**src/rtl/if_fetch_stage.sv**
```systemverilog
// Instruction-fetch stage: PC register, single-outstanding IMEM req/gnt/rvalid port,
// and a one-entry IF/ID register with a skid slot. Optional IF_ALIGN_CHECK_EN adds if_misalign.
//
// state | meaning
// IDLE  | out of reset, start fetching next cycle
// REQ   | imem_req asserted for pc_q, waiting for gnt
// WAIT  | request granted, waiting for rvalid (kill drops the word)
// HOLD  | word parked in skid slot until IF/ID frees up
module if_fetch_stage #(
  parameter logic [31:0] RESET_PC  = 32'h0000_3000,
  parameter logic [31:0] NOP_INSTR = 32'h0000_0000
) (
  input  logic        clk,
  input  logic        rst_n,
  input  logic [31:0] pc_next,
  input  logic        redirect,
  input  logic        stall,
  output logic [31:0] pc_plus4,
  output logic        imem_req,
  output logic [31:0] imem_addr,
  input  logic        imem_gnt,
  input  logic        imem_rvalid,
  input  logic [31:0] imem_rdata,
  output logic        if_valid,
  output logic [31:0] if_pc,
`ifdef IF_ALIGN_CHECK_EN
  output logic        if_misalign,
`endif
  output logic [31:0] if_instr
);

  localparam logic [1:0] S_IDLE = 2'd0;
  localparam logic [1:0] S_REQ  = 2'd1;
  localparam logic [1:0] S_WAIT = 2'd2;
  localparam logic [1:0] S_HOLD = 2'd3;

  logic [1:0]  state_q, state_d;
  logic [31:0] pc_q, pc_d;
  logic        kill_q, kill_d;
  logic [31:0] skid_q, skid_d;
  logic        valid_q, valid_d;
  logic [31:0] epc_q, epc_d;
  logic [31:0] instr_q, instr_d;
  logic        fault_q, fault_d;

  logic        out_free;
  logic        misalign_pc;
  logic        gnt_ok;
  logic        rv_ok;
  logic        load;
  logic [31:0] load_data;
  logic        load_fault;

`ifdef IF_ALIGN_CHECK_EN
  assign misalign_pc = (pc_q[1:0] != 2'b00);
  assign if_misalign = fault_q;
`else
  assign misalign_pc = 1'b0;
`endif

  assign out_free  = !valid_q || !stall;
  assign imem_req  = (state_q == S_REQ) && !misalign_pc;
  assign imem_addr = {pc_q[31:2], 2'b00};
  assign pc_plus4  = pc_q + 32'd4;
  assign gnt_ok    = imem_req && imem_gnt;
  assign rv_ok     = (state_q == S_WAIT) && imem_rvalid;

  assign if_valid  = valid_q;
  assign if_pc     = epc_q;
  assign if_instr  = (valid_q && !fault_q) ? instr_q : NOP_INSTR;

  always_comb begin
    state_d    = state_q;
    pc_d       = pc_q;
    kill_d     = kill_q;
    skid_d     = skid_q;
    load       = 1'b0;
    load_data  = imem_rdata;
    load_fault = 1'b0;

    case (state_q)
      S_IDLE: state_d = S_REQ;
      S_REQ: begin
        if (misalign_pc) begin
          // faulted PC never reaches IMEM; the entry is synthesised here
          if (out_free) begin
            load       = 1'b1;
            load_data  = NOP_INSTR;
            load_fault = 1'b1;
            pc_d       = pc_next;
          end
        end else if (gnt_ok) begin
          state_d = S_WAIT;
        end
      end
      S_WAIT: begin
        if (rv_ok) begin
          if (kill_q) begin
            kill_d  = 1'b0;
            state_d = S_REQ;
          end else if (out_free) begin
            load    = 1'b1;
            pc_d    = pc_next;
            state_d = S_REQ;
          end else begin
            skid_d  = imem_rdata;
            state_d = S_HOLD;
          end
        end
      end
      S_HOLD: begin
        if (out_free) begin
          load      = 1'b1;
          load_data = skid_q;
          pc_d      = pc_next;
          state_d   = S_REQ;
        end
      end
      default: state_d = S_IDLE;
    endcase

    // a granted or in-flight request to the old PC must be swallowed via kill
    if (redirect) begin
      load = 1'b0;
      pc_d = pc_next;
      case (state_q)
        S_REQ: begin
          if (gnt_ok) begin
            kill_d  = 1'b1;
            state_d = S_WAIT;
          end else begin
            state_d = S_REQ;
          end
        end
        S_WAIT: begin
          if (rv_ok) begin
            kill_d  = 1'b0;
            state_d = S_REQ;
          end else begin
            kill_d  = 1'b1;
            state_d = S_WAIT;
          end
        end
        default: state_d = S_REQ;
      endcase
    end
  end

  always_comb begin
    valid_d = valid_q;
    epc_d   = epc_q;
    instr_d = instr_q;
    fault_d = fault_q;
    if (redirect) begin
      valid_d = 1'b0;
      fault_d = 1'b0;
    end else if (load) begin
      valid_d = 1'b1;
      epc_d   = pc_q;
      instr_d = load_data;
      fault_d = load_fault;
    end else if (valid_q && !stall) begin
      valid_d = 1'b0;
      fault_d = 1'b0;
    end
  end

  always_ff @(posedge clk or negedge rst_n) begin
    if (!rst_n) begin
      state_q <= S_IDLE;
      pc_q    <= RESET_PC;
      kill_q  <= 1'b0;
      skid_q  <= 32'd0;
      valid_q <= 1'b0;
      epc_q   <= 32'd0;
      instr_q <= NOP_INSTR;
      fault_q <= 1'b0;
    end else begin
      state_q <= state_d;
      pc_q    <= pc_d;
      kill_q  <= kill_d;
      skid_q  <= skid_d;
      valid_q <= valid_d;
      epc_q   <= epc_d;
      instr_q <= instr_d;
      fault_q <= fault_d;
    end
  end

endmodule

```
**config.mk**
```make
export PLATFORM = sky130hd
export DESIGN_NAME = if_fetch_stage
export DESIGN_NICKNAME = d
export VERILOG_FILES = /design/src/rtl/if_fetch_stage.sv
export SDC_FILE = /design/constraint.sdc
export NUM_CORES = 1
export LEC_CHECK = 0
export CAP_MARGIN = 20
export CORE_MARGIN = 2
export CORE_UTILIZATION = 50
export DETAILED_ROUTE_END_ITERATION = 7
export GPL_TIMING_DRIVEN = 0
export HOLD_SLACK_MARGIN = 0.05
export PLACE_DENSITY_LB_ADDON = 0.08
export SLEW_MARGIN = 25
export SYNTH_ARGS = -nofsm -noshare
export SYNTH_HDL_FRONTEND = slang
export SYNTH_SLANG_ARGS = --single-unit
```
**constraint.sdc**
```tcl
create_clock -name clk -period 3.25 [get_ports clk]
set_input_delay 0.975 -clock clk [delete_from_list [all_inputs] [get_ports clk]]
set_output_delay 0.975 -clock clk [all_outputs]
set_load 0.01 [all_outputs]
```
==> results <==
-- area by class of cell --
type                       instances  area, sq um
fill                             812         2900
timing repair buffer             219         2120
inverter                           6         22.5
clock inverter                     9          103
multi-input combinational        335         2750
sequential                       132         3320
tap                              168          210
buffer                            27          164
clock buffer                      23          478
-- flip-flops by register name, indices dropped and copies added, names as in the netlist --
signal,count
skid_q,32
kill_q,1
pc_q,32
if_valid,1
instr_q,32
if_pc,32
state_q,2
-- worst max-delay path, delay by kind of cell, from the launching register on --
kind | cells | cell delay, ns
xor gates and xnor gates | 1 | 0.18
DFF | 1 | 0.56
buffers and inverters | 4 | 0.72
and+or+nand+nor | 3 | 0.36
-- per-layer routing --
metal	track usage [%]	wire length, um	vias to the layer above
li1	-	-	2222
met1	28.0	6280	2370
met2	42.3	8040	158
met3	9.59	1250	20
met4	8.84	275	0
met5	0	0	-
-- kinds of logic (layout without fill, tap and decap cells) --
family,after synthesis,in the layout,synth area share [%]
AOI/OAI and AO/OA,45,45,4.14
DFF,132,132,53.4
buffers and inverters,33,284,2.97
other,1,2,0.0605
muxes,128,128,22.6
xor gates and xnor gates,28,28,3.96
and+or+nand+nor,127,127,11.9
adders and majority gates,5,5,1.01
-- timing repair --
item	CTS	global route
setup endpoints to repair	22	12
pin swaps	5	3
buffers inserted	13	8
gates resized for setup	44	29
hold buffers	0	0
-- power by group through the flow --
stage	clock (mW)	sequential [mW]	combinational, mW
after global routing	1.97	2.83	3.12
after detailed placement	0	2.75	2.87
after CTS	1.90	2.73	2.90
final	1.86	2.73	2.89
after floorplan	0	2.80	1.31
after global placement	0	2.72	2.81
-- stage by stage --
step,cell area [sq um],std cells
floorplan,6200,500
global placement,8380,865
detailed placement,8410,866
CTS,9140,911
global route,9170,919
finish,9170,919
-- final timing paths --
| kind | from | to | depth (start not counted) |
|---|---|---|---|
| worst min-delay path | rst_n | instr_q[28]$_DFFE_PN0P_ | 1 |
| min in group clk | instr_q[19]$_DFFE_PN0P_ | instr_q[19]$_DFFE_PN0P_ | 2 |
| max in group asynchronous | rst_n | pc_q[13]$_DFFE_PN1P_ | 2 |
| worst min register to register | instr_q[19]$_DFFE_PN0P_ | instr_q[19]$_DFFE_PN0P_ | 2 |
| worst max register to register | state_q[0]$_DFFE_PN0P_ | if_pc[8]$_DFFE_PN0P_ | 6 |
| worst max-delay path | pc_q[12]$_DFFE_PN1P_ | pc_plus4[18] | 8 |
-- cell usage in the layout (no fill, tap or decap), drive strengths merged, types with 5 or more instances in the layout --
| cell type | instances |
|---|---|
| nor2 | 6 |
| clkinv | 7 |
| nor3 | 5 |
| xnor2 | 23 |
| buf | 45 |
| inv | 6 |
| clkbuf | 38 |
| dfrtp | 130 |
| and4 | 5 |
| ha | 5 |
| nand4 | 11 |
| mux2i | 32 |
| nand3 | 11 |
| o21ai | 34 |
| nand2 | 45 |
| and3 | 5 |
| dlygate4sd2 | 8 |
| clkdlybuf4s50 | 174 |
| and2 | 33 |
| mux2 | 96 |
| xor2 | 5 |
==> qor.yml <==
status: "finished clean"
start_util_pct: 51.4
finalWorstSetupSlack_ns: 0.0424
power_density_mw_per_mm2: 817
maxCapViolCount: 0
postRouteAntennaNets: 0
grtUsageTotal_pct: 24.7
fp.dieH_um: 115
rsz0062_at_grt: "yes"
worst-path-max-fanout: 7
io_pins: 200
place_congestion: 0.775
timing.final.crit_period_ns: 3.21
diodes: 0
grt_pass1_wl_um: 25200
p_clk_share_pct: 24.9
yosysWarnings: 0
place_ws_ns: 0.0873
synth_top_area_cell: "dfrtp_1"
syn_avg_cell_area_sq_um: 12.4
synth-edff-count: 0
path_cells: "nand4_4, buf_4, buf_4, nor3_4, buf_12, nand2_1, xnor2_1, clkdlybuf4s15_1"
drtIter0Drc: 189
synth_top_area_share_pct: 52.5
timing.critical_path.required_ns: 2.27
rows: 40
maxSlewViolCount: 0
routed_wl_um: 15800
comb_power_share_pct: 38.6
synth_seq_cells: 132
power_mw: 7.49
fmax_mhz: 312
cpPeakStageDelay_ns: 0.56
synth.cell_area_sq_mm: 0.00619
ir_worst_vdd_v: 0.000635
layout-drive-gt1-share_pct: 26.6
fin_crit_sh_pct: 98.7
vias: 4770
r2r_slack_ns: 1.12
cts_buffer_depth: 2
arrival_ns: 2.23
core_area_sq_mm: 0.0121
synth_cells: 499
critPathLaunchType: "flop"
cts_tree: "done"
io_buffers: 197
cts-buffers-inserted: 17
setup.worst_path.end_class: "primary output"
synth_most_common_cell: "dfrtp_1"
cts_root_buf: "clkbuf_16"
yosysSeqAreaShare_pct: 53.4
p_int_mw: 5.11
first_pass_iters: 4
wire_per_inst_um: 17.2
synthArstFlopShare_pct: 100
grt_pass1_vias: 4980
path_common_cell: "buf_4"
antenna_found_initial: 0
grt_max_degree: 79
p_sw_mw: 2.38
final_util_pct: 76.0
holdWs_ns: 0.469
slowest_stage: "dfstp_2"
cts.sinks: 132
setup_viol: 0
htreeDepth: 4
drt-vias-per-instance: 5.19
leakagePower_nw: 4.02
seqPwrFrac_pct: 36.5
yosys-top-cells-area: "dfrtp_1 (53%), mux2_2 (16%), mux2i_1 (5.2%)"
area_delta_synth_final_pct: 48.0
hold_viol: 0
grt.overflow.total: 0
die_area_sq_mm: 0.0133
synth_commonest_cells: "dfrtp_1 (130), mux2_2 (86), nand2_1 (44)"
criticalPathCategory: "reg2out"
remaining_drc_errors: 0
fin_worst_skew_ns: 0.00831
clkSlewWorstSetupHoldPaths_ns: 0.05
ys.flop_type: "dfrtp_1"
setup_tns_ns: 0
switching_share_pct: 31.8
hp-class: "in2async"
clk_latency_ns: 0.42
chipWidth_um: 115
dpl.hpwl_um: 11100
synth_cell_types: 42
finalNetCount: 813
Note: power is estimated with default switching activity, not from simulation.
==> RTL edit, RTL diff (same settings) <==
`RESET_PC`: 32'h0000_3000 -> 32'h00002000.
--- a/src/rtl/if_fetch_stage.sv
+++ b/src/rtl/if_fetch_stage.sv
@@ -8,5 +8,5 @@
 // HOLD  | word parked in skid slot until IF/ID frees up
 module if_fetch_stage #(
-  parameter logic [31:0] RESET_PC  = 32'h0000_3000,
+  parameter logic [31:0] RESET_PC  = 32'h00002000,
   parameter logic [31:0] NOP_INSTR = 32'h0000_0000
 ) (
Formal check against the unedited RTL: not equivalent (a bounded check fails within 4 cycles, from zero or initial values and one cycle with rst_n low).
==> RTL edit against the unedited design <==
Critical path depth down 3; setup slack improved by 0.075 ns; sequential share of layout area is 0.15 points higher; final cell count decreased by 1.2%; area after synthesis is essentially flat; wire length shrank 0.80%; sequential cell count is the same; clock skew fell by 0.00096 ns; via count decreased by 0.88%; power hardly changed; first-iteration DRC count is 6.9% lower; final area down 0.48%.
==> RTL edit: results (changes against the unedited design) <==
Max clock buf depth 2 (unchanged); Synth Flop Type dfrtp_1 (unchanged); synth unique cells 42 (unchanged); pre-CTS setup slack 0.1005 ns (was 0.08725 ns); worst vdd ir 0.0005940 V (was 0.0006354 V); initial antenna violation count 0 (unchanged); dominant cells by area after synthesis dfrtp_1 53%, mux2_2 16%, mux2i_1 5.2% (unchanged); gr usage total 0.2510 (was 0.2465); sequential fraction of the synthesis area 0.5335 (was 0.5336); H-tree levels 4 (unchanged); HPWL Detailed 11,070 µm (was 11,100 µm); Port Buf Inserts 197 (unchanged); n_diodes 0 (unchanged); asr flop ratio synth 1.000 (unchanged); status complete, no violations (unchanged); Ys Warns 0 (unchanged); share of post-route cells with drive strength above 1 0.2473 (was 0.2663); post-layout minimum cycle time 3.133 ns (was 3.208 ns); vias in the first global route 4,988 (was 4,980); RR Startpoint state_q[0]$_DFFE_PN0P_ (unchanged); Placed Area 0.008412 mm² (was 0.008413 mm²); Clk pin slew, worst setup/hold paths 0.05 ns (about the same); clk_lat worst skew 0.41 ns; largest net degree at the start of global routing 83 (was 79); DRT Pass-1 Iters 5 (was 4); first-iteration detailed-routing DRC count 176 (was 189); R2R depth 7 (was 6); RR Endpoint pc_q[7]$_DFFE_PN0P_ (was if_pc[8]$_DFFE_PN0P_); skew final 0.007346 ns (was 0.008306 ns); Clock Tree Root clkbuf_16 (unchanged); crit path max fanout 5 (was 7); routed vias 4,728 (was 4,770); drt wl/cell 17.31 µm (was 17.24 µm); HP Class input pin to async pin (unchanged); cts bufs inserted 17 (unchanged); Fillers 792 (was 812); GPL Wtd Cong 0.8582 (was 0.7750); global-route wire length before repair 25,320 µm (was 25,250 µm); Reg2Reg Setup Slack 1.04 ns (was 1.12 ns); Synth top cells by count 131 x dfrtp_1, 86 x mux2_2, 44 x nand2_1, 34 x o21ai_0, 33 x and2_1 (was 130 x dfrtp_1, 86 x mux2_2, 44 x nand2_1, 34 x o21ai_0, 33 x and2_1); Worst EP arrival 2.16 ns (was 2.23 ns); layout net count 803 (was 813); P_leak 3.974 nW (was 4.015 nW)
## RTL edit: cell count changes in the layout (fill, tap and decap cells not counted), moves of 3 or more
| cell | unedited run | this run |
|---|---|---|
| clkbuf_8 | 3 | 0 |
| buf_4 | 26 | 15 |
| dlygate4sd2_1 | 8 | 15 |
| clkbuf_2 | 8 | 4 |
## RTL edit: how the worst max path moves through the flow
stage | start | to | slack [ns] | depth (start not counted)
after floorplan | pc_q[2]$_DFFE_PN0P_ | pc_plus4[16] | 0.78 | 5
after CTS | pc_q[2]$_DFFE_PN0P_ | pc_plus4[14] | 0.03 | 6
after detailed placement | pc_q[2]$_DFFE_PN0P_ | pc_plus4[16] | 0.10 | 6
after global routing | pc_q[13]$_DFFE_PN1P_ | pc_plus4[17] | 0.006 | 5
after global placement | rst_n | if_pc[22]$_DFFE_PN0P_ | -3.94 | 1
final | pc_q[13]$_DFFE_PN1P_ | pc_plus4[17] | 0.12 | 5
## RTL edit: layout make-up
cell class,count,share of cell area
Multi-Input combinational cell,335,0.3020
Tap cell,168,0.02304
Sequential cell,132,0.3639
Clock inverter,11,0.01495
Inverter,6,0.002469
Timing Repair Buffer,209,0.2278
Clock buffer,20,0.04787
Buffer,27,0.01797
## RTL edit: stage by stage
step	utilization	std cells	hold slack (ns)	power (mW)
floorplan	-	500	0.4416	4.113
finish	0.7563	908	0.4601	7.492
global route	0.7563	908	0.4688	7.937
CTS	0.7556	907	0.4566	7.559
detailed placement	0.6974	866	0.4623	5.624
global placement	0.6947	865	0.4541	5.515
## RTL edit: repair_timing
item	in CTS	in global routing
cloned	0	0
pin swaps	5	0
resized for setup	38	20
setup buffers	10	1
endpoints found under the setup margin	22	10
## RTL edit: power breakdown
group	leakage, nW	internal (mW)	total, mW	switching (mW)
Combinational	2.05	1.64	2.89	1.24
Sequential	1.64	2.28	2.73	0.458
Clock	0.283	1.19	1.87	0.679
Total	3.97	5.11	7.49	2.38
## RTL edit: logic make-up after synthesis
| kind of cell | after synthesis | synth area share |
|---|---|---|
| fa+ha+maj | 5 | 0.01010 |
| simple gates | 127 | 0.1188 |
| buf+inv | 33 | 0.02969 |
| flops | 132 | 0.5335 |
| mux | 128 | 0.2263 |
| compound gates | 45 | 0.04141 |
| xor+xnor | 28 | 0.03960 |
| other cells | 1 | 0.0006055 |
## RTL edit: per-layer routing
metal | share of wire | wire (µm) | GRT usage
met2 | 0.50 | 7882 | 0.4192
met3 | 0.085 | 1329 | 0.1028
met1 | 0.40 | 6299 | 0.2920
met4 | 0.013 | 208 | 0.09157
met5 | 0 | 0 | 0
## RTL edit: worst max-delay path, cell delays in order (launching register included)
cell,delay [ns]
dfstp_2,0.59
nand4_4,0.17
buf_4,0.20
nor4_2,0.31
xor2_1,0.16
dlygate4sd2_1,0.31
